<file path="config.mk">
export PLATFORM = sky130hd
export DESIGN_NAME = fifo_wr_arbiter
export DESIGN_NICKNAME = d
export VERILOG_FILES = /design/src/rtl/fifo_arb_pkg.sv /design/src/rtl/rr_pick.sv /design/src/rtl/fifo_wr_arbiter.sv
export SDC_FILE = /design/constraint.sdc
export NUM_CORES = 1
export LEC_CHECK = 0
export ABC_AREA = 1
export CAP_MARGIN = 5
export CELL_PAD_IN_SITES_DETAIL_PLACEMENT = 2
export CELL_PAD_IN_SITES_GLOBAL_PLACEMENT = 2
export CORE_ASPECT_RATIO = 0.6
export CORE_MARGIN = 5
export CORE_UTILIZATION = 22
export DETAILED_ROUTE_END_ITERATION = 10
export PLACE_DENSITY_LB_ADDON = 0.1
export SLEW_MARGIN = 20
export SYNTH_ARGS = -nofsm -noshare
export SYNTH_HDL_FRONTEND = slang
export SYNTH_SLANG_ARGS = --single-unit
</file>
<file path="constraint.sdc">
create_clock -name clk -period 3.1 [get_ports clk]
set_input_delay 0.31 -clock clk [delete_from_list [all_inputs] [get_ports clk]]
set_output_delay 0.31 -clock clk [all_outputs]
set_load 0.005 [all_outputs]
</file>
<file path="src/rtl/fifo_arb_pkg.sv">
// Shared constants and helpers for the FIFO write arbiter.
// Latency: n/a (types/constants only).
// Backpressure: n/a.
package fifo_arb_pkg;

    localparam int DEF_DW    = 8;
    localparam int DEF_DEPTH = 16;

    // Occupancy counter must represent 0..depth inclusive.
    function automatic int calc_cw(input int depth);
        return $clog2(depth + 1);
    endfunction

endpackage

</file>
<file path="src/rtl/rr_pick.sv">
// Round-robin picker: first asserted request scanning from ptr upward, modulo N.
// Latency: purely combinational.
// Backpressure: none; gnt is all-zero when no request is asserted.
module rr_pick #(
    parameter  int N  = 4,
    localparam int PW = $clog2(N)
) (
    input  logic [N-1:0]  req,
    input  logic [PW-1:0] ptr,
    output logic [N-1:0]  gnt,
    output logic [PW-1:0] idx
);

    logic [PW:0]   scan_pos;
    logic [PW-1:0] cand;
    logic          found;

    // Walk ptr, ptr+1, ... (mod N) and stop at the first requester seen.
    always_comb begin
        gnt      = '0;
        idx      = '0;
        found    = 1'b0;
        scan_pos = '0;
        cand     = '0;
        for (int j = 0; j < N; j++) begin
            scan_pos = {1'b0, ptr} + (PW+1)'(j);
            if (scan_pos >= (PW+1)'(N)) begin
                scan_pos = scan_pos - (PW+1)'(N);
            end
            cand = scan_pos[PW-1:0];
            if (!found && req[cand]) begin
                found     = 1'b1;
                gnt[cand] = 1'b1;
                idx       = cand;
            end
        end
    end

endmodule

</file>
<file path="src/rtl/fifo_wr_arbiter.sv">
// Round-robin N:1 write arbiter in front of a DEPTH-entry FIFO; optional level port via FIFO_ARB_LEVEL_EN.
// Latency: accepted word appears on fifo_wr/fifo_din one cycle after the accepting edge.
// Backpressure: gnt withheld while internal occupancy (incl. in-flight word) equals DEPTH.
module fifo_wr_arbiter
    import fifo_arb_pkg::*;
#(
    parameter  int N     = 4,
    parameter  int DW    = DEF_DW,
    parameter  int DEPTH = DEF_DEPTH,
    localparam int CW    = calc_cw(DEPTH),
    localparam int PW    = $clog2(N)
) (
    input  logic            clk,
    input  logic            rst,
    input  logic [N-1:0]    req,
    input  logic [N*DW-1:0] data,
    output logic [N-1:0]    gnt,
    input  logic            fifo_rd,
    output logic            fifo_wr,
    output logic [DW-1:0]   fifo_din
`ifdef FIFO_ARB_LEVEL_EN
    ,
    output logic [CW-1:0]   level
`endif
);

    logic [PW-1:0] ptr_q, ptr_d;
    logic [CW-1:0] count_q, count_d;
    logic          fifo_wr_q, fifo_wr_d;
    logic [DW-1:0] fifo_din_q, fifo_din_d;

    logic [N-1:0]  pick_gnt;
    logic [PW-1:0] pick_idx;
    logic          eligible;
    logic          accept;
    logic [CW-1:0] stored;
    logic          rd_eff;

    rr_pick #(.N(N)) u_pick (
        .req (req),
        .ptr (ptr_q),
        .gnt (pick_gnt),
        .idx (pick_idx)
    );

    // Grant gating: only the registered count decides eligibility, so fifo_rd
    // never reaches gnt combinationally; gnt is also forced low during reset.
    always_comb begin
        eligible = (count_q < CW'(DEPTH));
        gnt      = (eligible && rst) ? pick_gnt : '0;
        accept   = |gnt;
        // The in-flight word is counted but not yet stored in the FIFO.
        stored   = count_q - CW'(fifo_wr_q);
        rd_eff   = fifo_rd && (stored != '0);
    end

    // Next-state for pointer, occupancy and the write-port registers.
    always_comb begin
        ptr_d      = ptr_q;
        count_d    = count_q;
        fifo_wr_d  = 1'b0;
        fifo_din_d = fifo_din_q;
        if (accept) begin
            fifo_wr_d  = 1'b1;
            fifo_din_d = data[int'(pick_idx)*DW +: DW];
            ptr_d      = (int'(pick_idx) == N-1) ? '0 : pick_idx + PW'(1);
        end
        case ({accept, rd_eff})
            2'b10:   count_d = count_q + CW'(1);
            2'b01:   count_d = count_q - CW'(1);
            default: count_d = count_q;
        endcase
    end

    // State registers; reset drops any in-flight write immediately.
    always_ff @(posedge clk or negedge rst) begin
        if (!rst) begin
            ptr_q      <= '0;
            count_q    <= '0;
            fifo_wr_q  <= 1'b0;
            fifo_din_q <= '0;
        end else begin
            ptr_q      <= ptr_d;
            count_q    <= count_d;
            fifo_wr_q  <= fifo_wr_d;
            fifo_din_q <= fifo_din_d;
        end
    end

    assign fifo_wr  = fifo_wr_q;
    assign fifo_din = fifo_din_q;
`ifdef FIFO_ARB_LEVEL_EN
    assign level    = count_q;
`endif

endmodule

</file>
* Word level (Yosys, flattened, before mapping)
Index checks and enable logic that the tools add are counted.
Word-level totals: register bits 16, input port bits 39
Cells by class: add/sub/neg operators 11, magnitude comparators 13, equality and inequality tests 3, shifts and indexed selects 1, muxes and demuxes 35, bitwise operators 3, reductions and logical operators 15
Operators with widths (number):
- 32-bit by 6-bit indexed part select with 8-bit output | 1
- 4-bit two-way mux | 5
- 2-bit two-way mux | 9
- 2-bit by 3-bit less-than comparator with 1-bit output, second input constant | 4
- 1-bit two-way mux | 12
- 4-bit OR | 3
- 5-bit one-hot mux with 2 select lines | 1
- 3-bit >= comparator, second input constant | 3
- 1-bit logical AND | 9
- 1-bit binary-select mux with 2-bit select | 4
- 1-bit demux with 2-bit select | 4
- 2-bit by 1-bit >= comparator with 1-bit output, second input constant | 4
- 2-bit by 1-bit subtractor with 2-bit output, second input constant | 4
- 2-bit by 2-bit adder with 3-bit output, second input constant | 2
- 5-bit by 1-bit adder with 5-bit output, second input constant | 1
- 5-bit less-than comparator, second input constant | 1
- 5-bit nonzero test | 1
- 5-bit by 1-bit subtractor with 5-bit output | 1
- 5-bit by 1-bit subtractor with 5-bit output, second input constant | 1
- 2-bit by 1-bit == test with 1-bit output, second input constant | 2
- 4-bit OR reduction | 1
- 2-bit by 1-bit adder with 3-bit output, second input constant | 1
- 2-bit by 3-bit >= comparator with 1-bit output, second input constant | 1
- 1-bit logical NOT | 3
- other kinds (3) | 3

* Depth between registers and ports, before layout
depth after elaboration 18, gate-level depth with buffers 21, mapped depth without buffers 21

* Modules after synthesis
A second synthesis with hierarchy kept.
Unflattened totals: cells, all modules 247, area, all modules 1599.0 sq um
Modules (own cells, without submodules):
- fifo_wr_arbiter | instances 1, cells each 174, area each 1159.9 sq um, sequential area each 400.4 sq um
- rr_pick | instances 1, cells each 73, area each 439.2 sq um, sequential area each 0.0 sq um

* Worst setup path after synthesis
OpenSTA, ideal clock, no wires.
path kind register to register, start reg (tool-made name), end reg count_q[4], arrival 3124 ps, slack -103 ps, stages on the path, launching flop included 21, period minus slack after synthesis 3203 ps, path through dfrtp_1 -> inv_2 -> ha_1 -> inv_1 -> nand3_1 -> nand2_1 -> nor2_2 -> a21boi_0 -> nand3_1 -> o21ai_0 -> nand2_1 -> inv_2 -> ha_1 -> inv_1 -> fa_1 -> nor2_1 -> a211oi_1 -> nand2_1 -> nand2_1 -> nor2_1 -> xor2_1
RTL lines:
- end signal: assignment | RTL line fifo_wr_arbiter.sv:84 | count_q <= count_d;
- end: declaration | RTL line fifo_wr_arbiter.sv:28 | logic [CW-1:0] count_q, count_d;

==> results.json <==
{
  "fin_worst_skew_ns": 0.00278,
  "core-area_um2": 7180,
  "cp.arrival_ns": 3.12,
  "gr-usage-all-layers_pct": 14.9,
  "critical_path.max_fanout": 7,
  "setup_viol": 0,
  "portBuffers": 51,
  "worst_setup_path_end_kind": "register",
  "avgViaCountPerCell": 4.70,
  "status": "complete, no violations",
  "diodes": 0,
  "ios": 52,
  "worstPathRequired_ns": 3.23,
  "cts_max_level": 1,
  "final_common_cell": "nand2_1",
  "worst_pin_slew_ns": 0.345,
  "numCtsBuffers": 3,
  "finalMaxSlewViolations": 0,
  "fin_nets": 370,
  "vias": 1916,
  "clockBufferDepth": 2,
  "path_clk_slew_ns": 0.05,
  "synth_fa_ha_area_share_pct": 10.6,
  "dr.pass1.iters": 4,
  "synth_top_family_by_area": "simple AND/OR/NAND/NOR gates",
  "final.min_clock_period_ns": 2.98,
  "synth.distinct_cells": 27,
  "start_util_pct": 22.3,
  "r2r_slack_ns": 0.12,
  "routedWlPerCell_um": 16.8,
  "synth-xor-area-share_pct": 2.19,
  "synth_compound_area_share_pct": 8.76,
  "totalWireLength_um": 6850,
  "dp_hpwl_um": 5430,
  "utilization_pct": 38.1,
  "drt_iter0_drc": 38,
  "max_freq_mhz": 335,
  "synth_cells": 234,
  "overflow": 0,
  "min_path_type": "input pin to asynchronous set/reset pin",
  "yosysWarnings": 0,
  "synth_nets": 286,
  "power.density_nw_per_um2": 1390,
  "post-route-period-util_pct": 96.2,
  "antenna_found_initial": 0,
  "ant_nets": 0,
  "synth_seq_area_share_pct": 25.0,
  "synthToLayoutAreaGrowth_pct": 71.0,
  "p_leak_nw": 1.32,
  "grt_pass1_wl_um": 11100,
  "crit_slowest_cell": "dfrtp_2",
  "die_width_um": 120,
  "std_cell_rows": 24,
  "synth_mux_area_share_pct": 0,
  "clock-root-buffer": "clkbuf_16",
  "worstSetupPathType": "register to register",
  "p_total_w": 0.00379,
  "final_cell_mix": "nand2_1 (65), clkdlybuf4s50_1 (50), nand3_1 (47)",
  "grt_pass1_vias": 2162,
  "ys_ff_latch": 16,
  "rr_endpoint": "count_q[4]$_DFFE_PN0P_",
  "hold_viol_final": 0,
  "cp-start-kind": "register",
  "place.gp.congestion": 0.835,
  "maxCapViolCount": 0,
  "syn_area_um2": 1600,
  "fp.dieH_um": 76.0,
  "r2r_cells": 21,
  "grt_max_degree": 19,
  "cts_tree": "yes",
  "synth.avg_cell_area_um2": 6.83,
  "dieArea_um2": 9130,
  "clock-sinks": 16,
  "path_cells": "inv_4 -> ha_4 -> inv_2 -> buf_4 -> nand2_2 -> nand2_4 -> nor2_8 -> nand4_1 -> nand3_2 -> o21ai_2 -> nand2_2 -> inv_2 -> ha_4 -> ha_4 -> nand2_2 -> nor2_4 -> a211oi_2 -> nand2_1 -> nand2_1 -> nor2_2 -> xor2_1",
  "synth_simple_gate_area_share_pct": 45.2,
  "worst_path_largest_cell_delay_ns": 0.40,
  "ir_worst_vdd_uv": 305,
  "drc": 0,
  "drive_above_1_share_pct": 28.7,
  "clk_latency_ns": 0.25,
  "maxSlewHeadroom_pct": 76.9
}
==> sequential cells by signal (all words and copies together) (netlist names), named ones only <==
register,flops
fifo_wr,1
fifo_din,8
ptr_q,1
count_q,5
==> cells by family (layout without fill, tap and decap cells) <==
family | after synthesis | after routing
AND/OR/NAND/NOR | 151 | 151
adder cells (fa/ha/maj) | 13 | 13
buffers and inverters | 30 | 113
AO/OA/AOI/OAI | 20 | 20
XOR/XNOR | 4 | 4
flip-flops | 16 | 16
==> worst max path at each step <==
stage	endpoint	cells past startpoint
after detailed placement	count_q[4]$_DFFE_PN0P_	20
final	count_q[4]$_DFFE_PN0P_	21
after floorplan	count_q[4]$_DFFE_PN0P_	20
after global routing	count_q[4]$_DFFE_PN0P_	21
after global placement	count_q[4]$_DFFE_PN0P_	20
after CTS	count_q[4]$_DFFE_PN0P_	19
==> synth_stat cells <==
| master | number | share of area, % |
|---|---|---|
| nand2_1 | 77 | 18 |
| nand3_1 | 51 | 16 |
| inv_1 | 23 | 5.4 |
| dfrtp_1 | 16 | 25 |
| ha_1 | 12 | 9.4 |
| a21boi_0 | 5 | 2.3 |
| a21oi_1 | 5 | 1.6 |
| nand2_2 | 5 | 2.0 |
| nand4_1 | 5 | 2.0 |
| o21ai_0 | 5 | 1.6 |
| nand2_4 | 4 | 2.8 |
| nor2_1 | 4 | 0.94 |
| inv_2 | 3 | 0.70 |
| nand3_2 | 3 | 1.9 |
| xor2_1 | 3 | 1.6 |
| buf_2 | 2 | 0.63 |
| a211oi_1 | 1 | 0.47 |
| a21oi_4 | 1 | 1.0 |
| buf_4 | 1 | 0.47 |
| buf_8 | 1 | 0.94 |
| fa_1 | 1 | 1.3 |
| nor2_2 | 1 | 0.39 |
| nor2_8 | 1 | 1.3 |
| o21a_1 | 1 | 0.47 |
| o21ai_1 | 1 | 0.31 |
| o21ai_4 | 1 | 1.0 |
| xnor2_1 | 1 | 0.55 |
==> where the power goes <==
group	total (W)	leakage (nW)	internal (W)	switching, W
sequential	0.000412	0.195	0.000329	0.0000823
combinational	0.00309	1.08	0.00132	0.00177
clock	0.000287	0.0442	0.000196	0.0000906
total	0.00379	1.32	0.00185	0.00194
==> metrics by stage <==
stage	hold slack [ns]	setup TNS (ns)	std cells	setup WS [ns]	cell area, um^2
after floorplan	0.0144	0	234	0.0150	1600
after global placement	0.464	-0.243	400	-0.136	2400
after detailed placement	0.468	-0.824	400	-0.373	2400
after CTS	0.457	0	404	0.00340	2520
after global routing	0.478	-0.0436	408	-0.0436	2730
final	0.451	0	408	0.118	2730
==> layout make-up <==
cell class / count / area, um^2
Inverter: 26 / 103
Multi-Input combinational cell: 188 / 1260
Timing Repair Buffer: 83 / 769
Clock buffer: 4 / 88.8
Tap cell: 91 / 114
Sequential cell: 16 / 402
Fill cell: 832 / 4440
==> layer usage <==
layer,vias up,share of wire (%),track usage (%)
met5,-,0,0
met4,0,0.10,1.14
met3,2,5.0,4.67
met2,35,44,23.1
met1,943,51,21.1
li1,936,-,-
==> critical path: cells and delay by family (launching register included) <==
family | cells | cell delay, ns
simple gates | 11 | 0.99
fa+ha+maj | 3 | 0.71
flops | 1 | 0.40
compound gates | 2 | 0.30
buf+inv | 4 | 0.29
xor+xnor | 1 | 0.15
==> what timing repair did <==
item / 4_1_cts / 5_1_grt
endpoints found under the hold margin: 0 / 0
hold buffers: 0 / 0
setup buffers: 0 / 4
pin swaps: 1 / 17
setup endpoints to repair: 3 / 3
resized for setup: 9 / 44
Note: power is estimated with default switching activity, not from simulation.
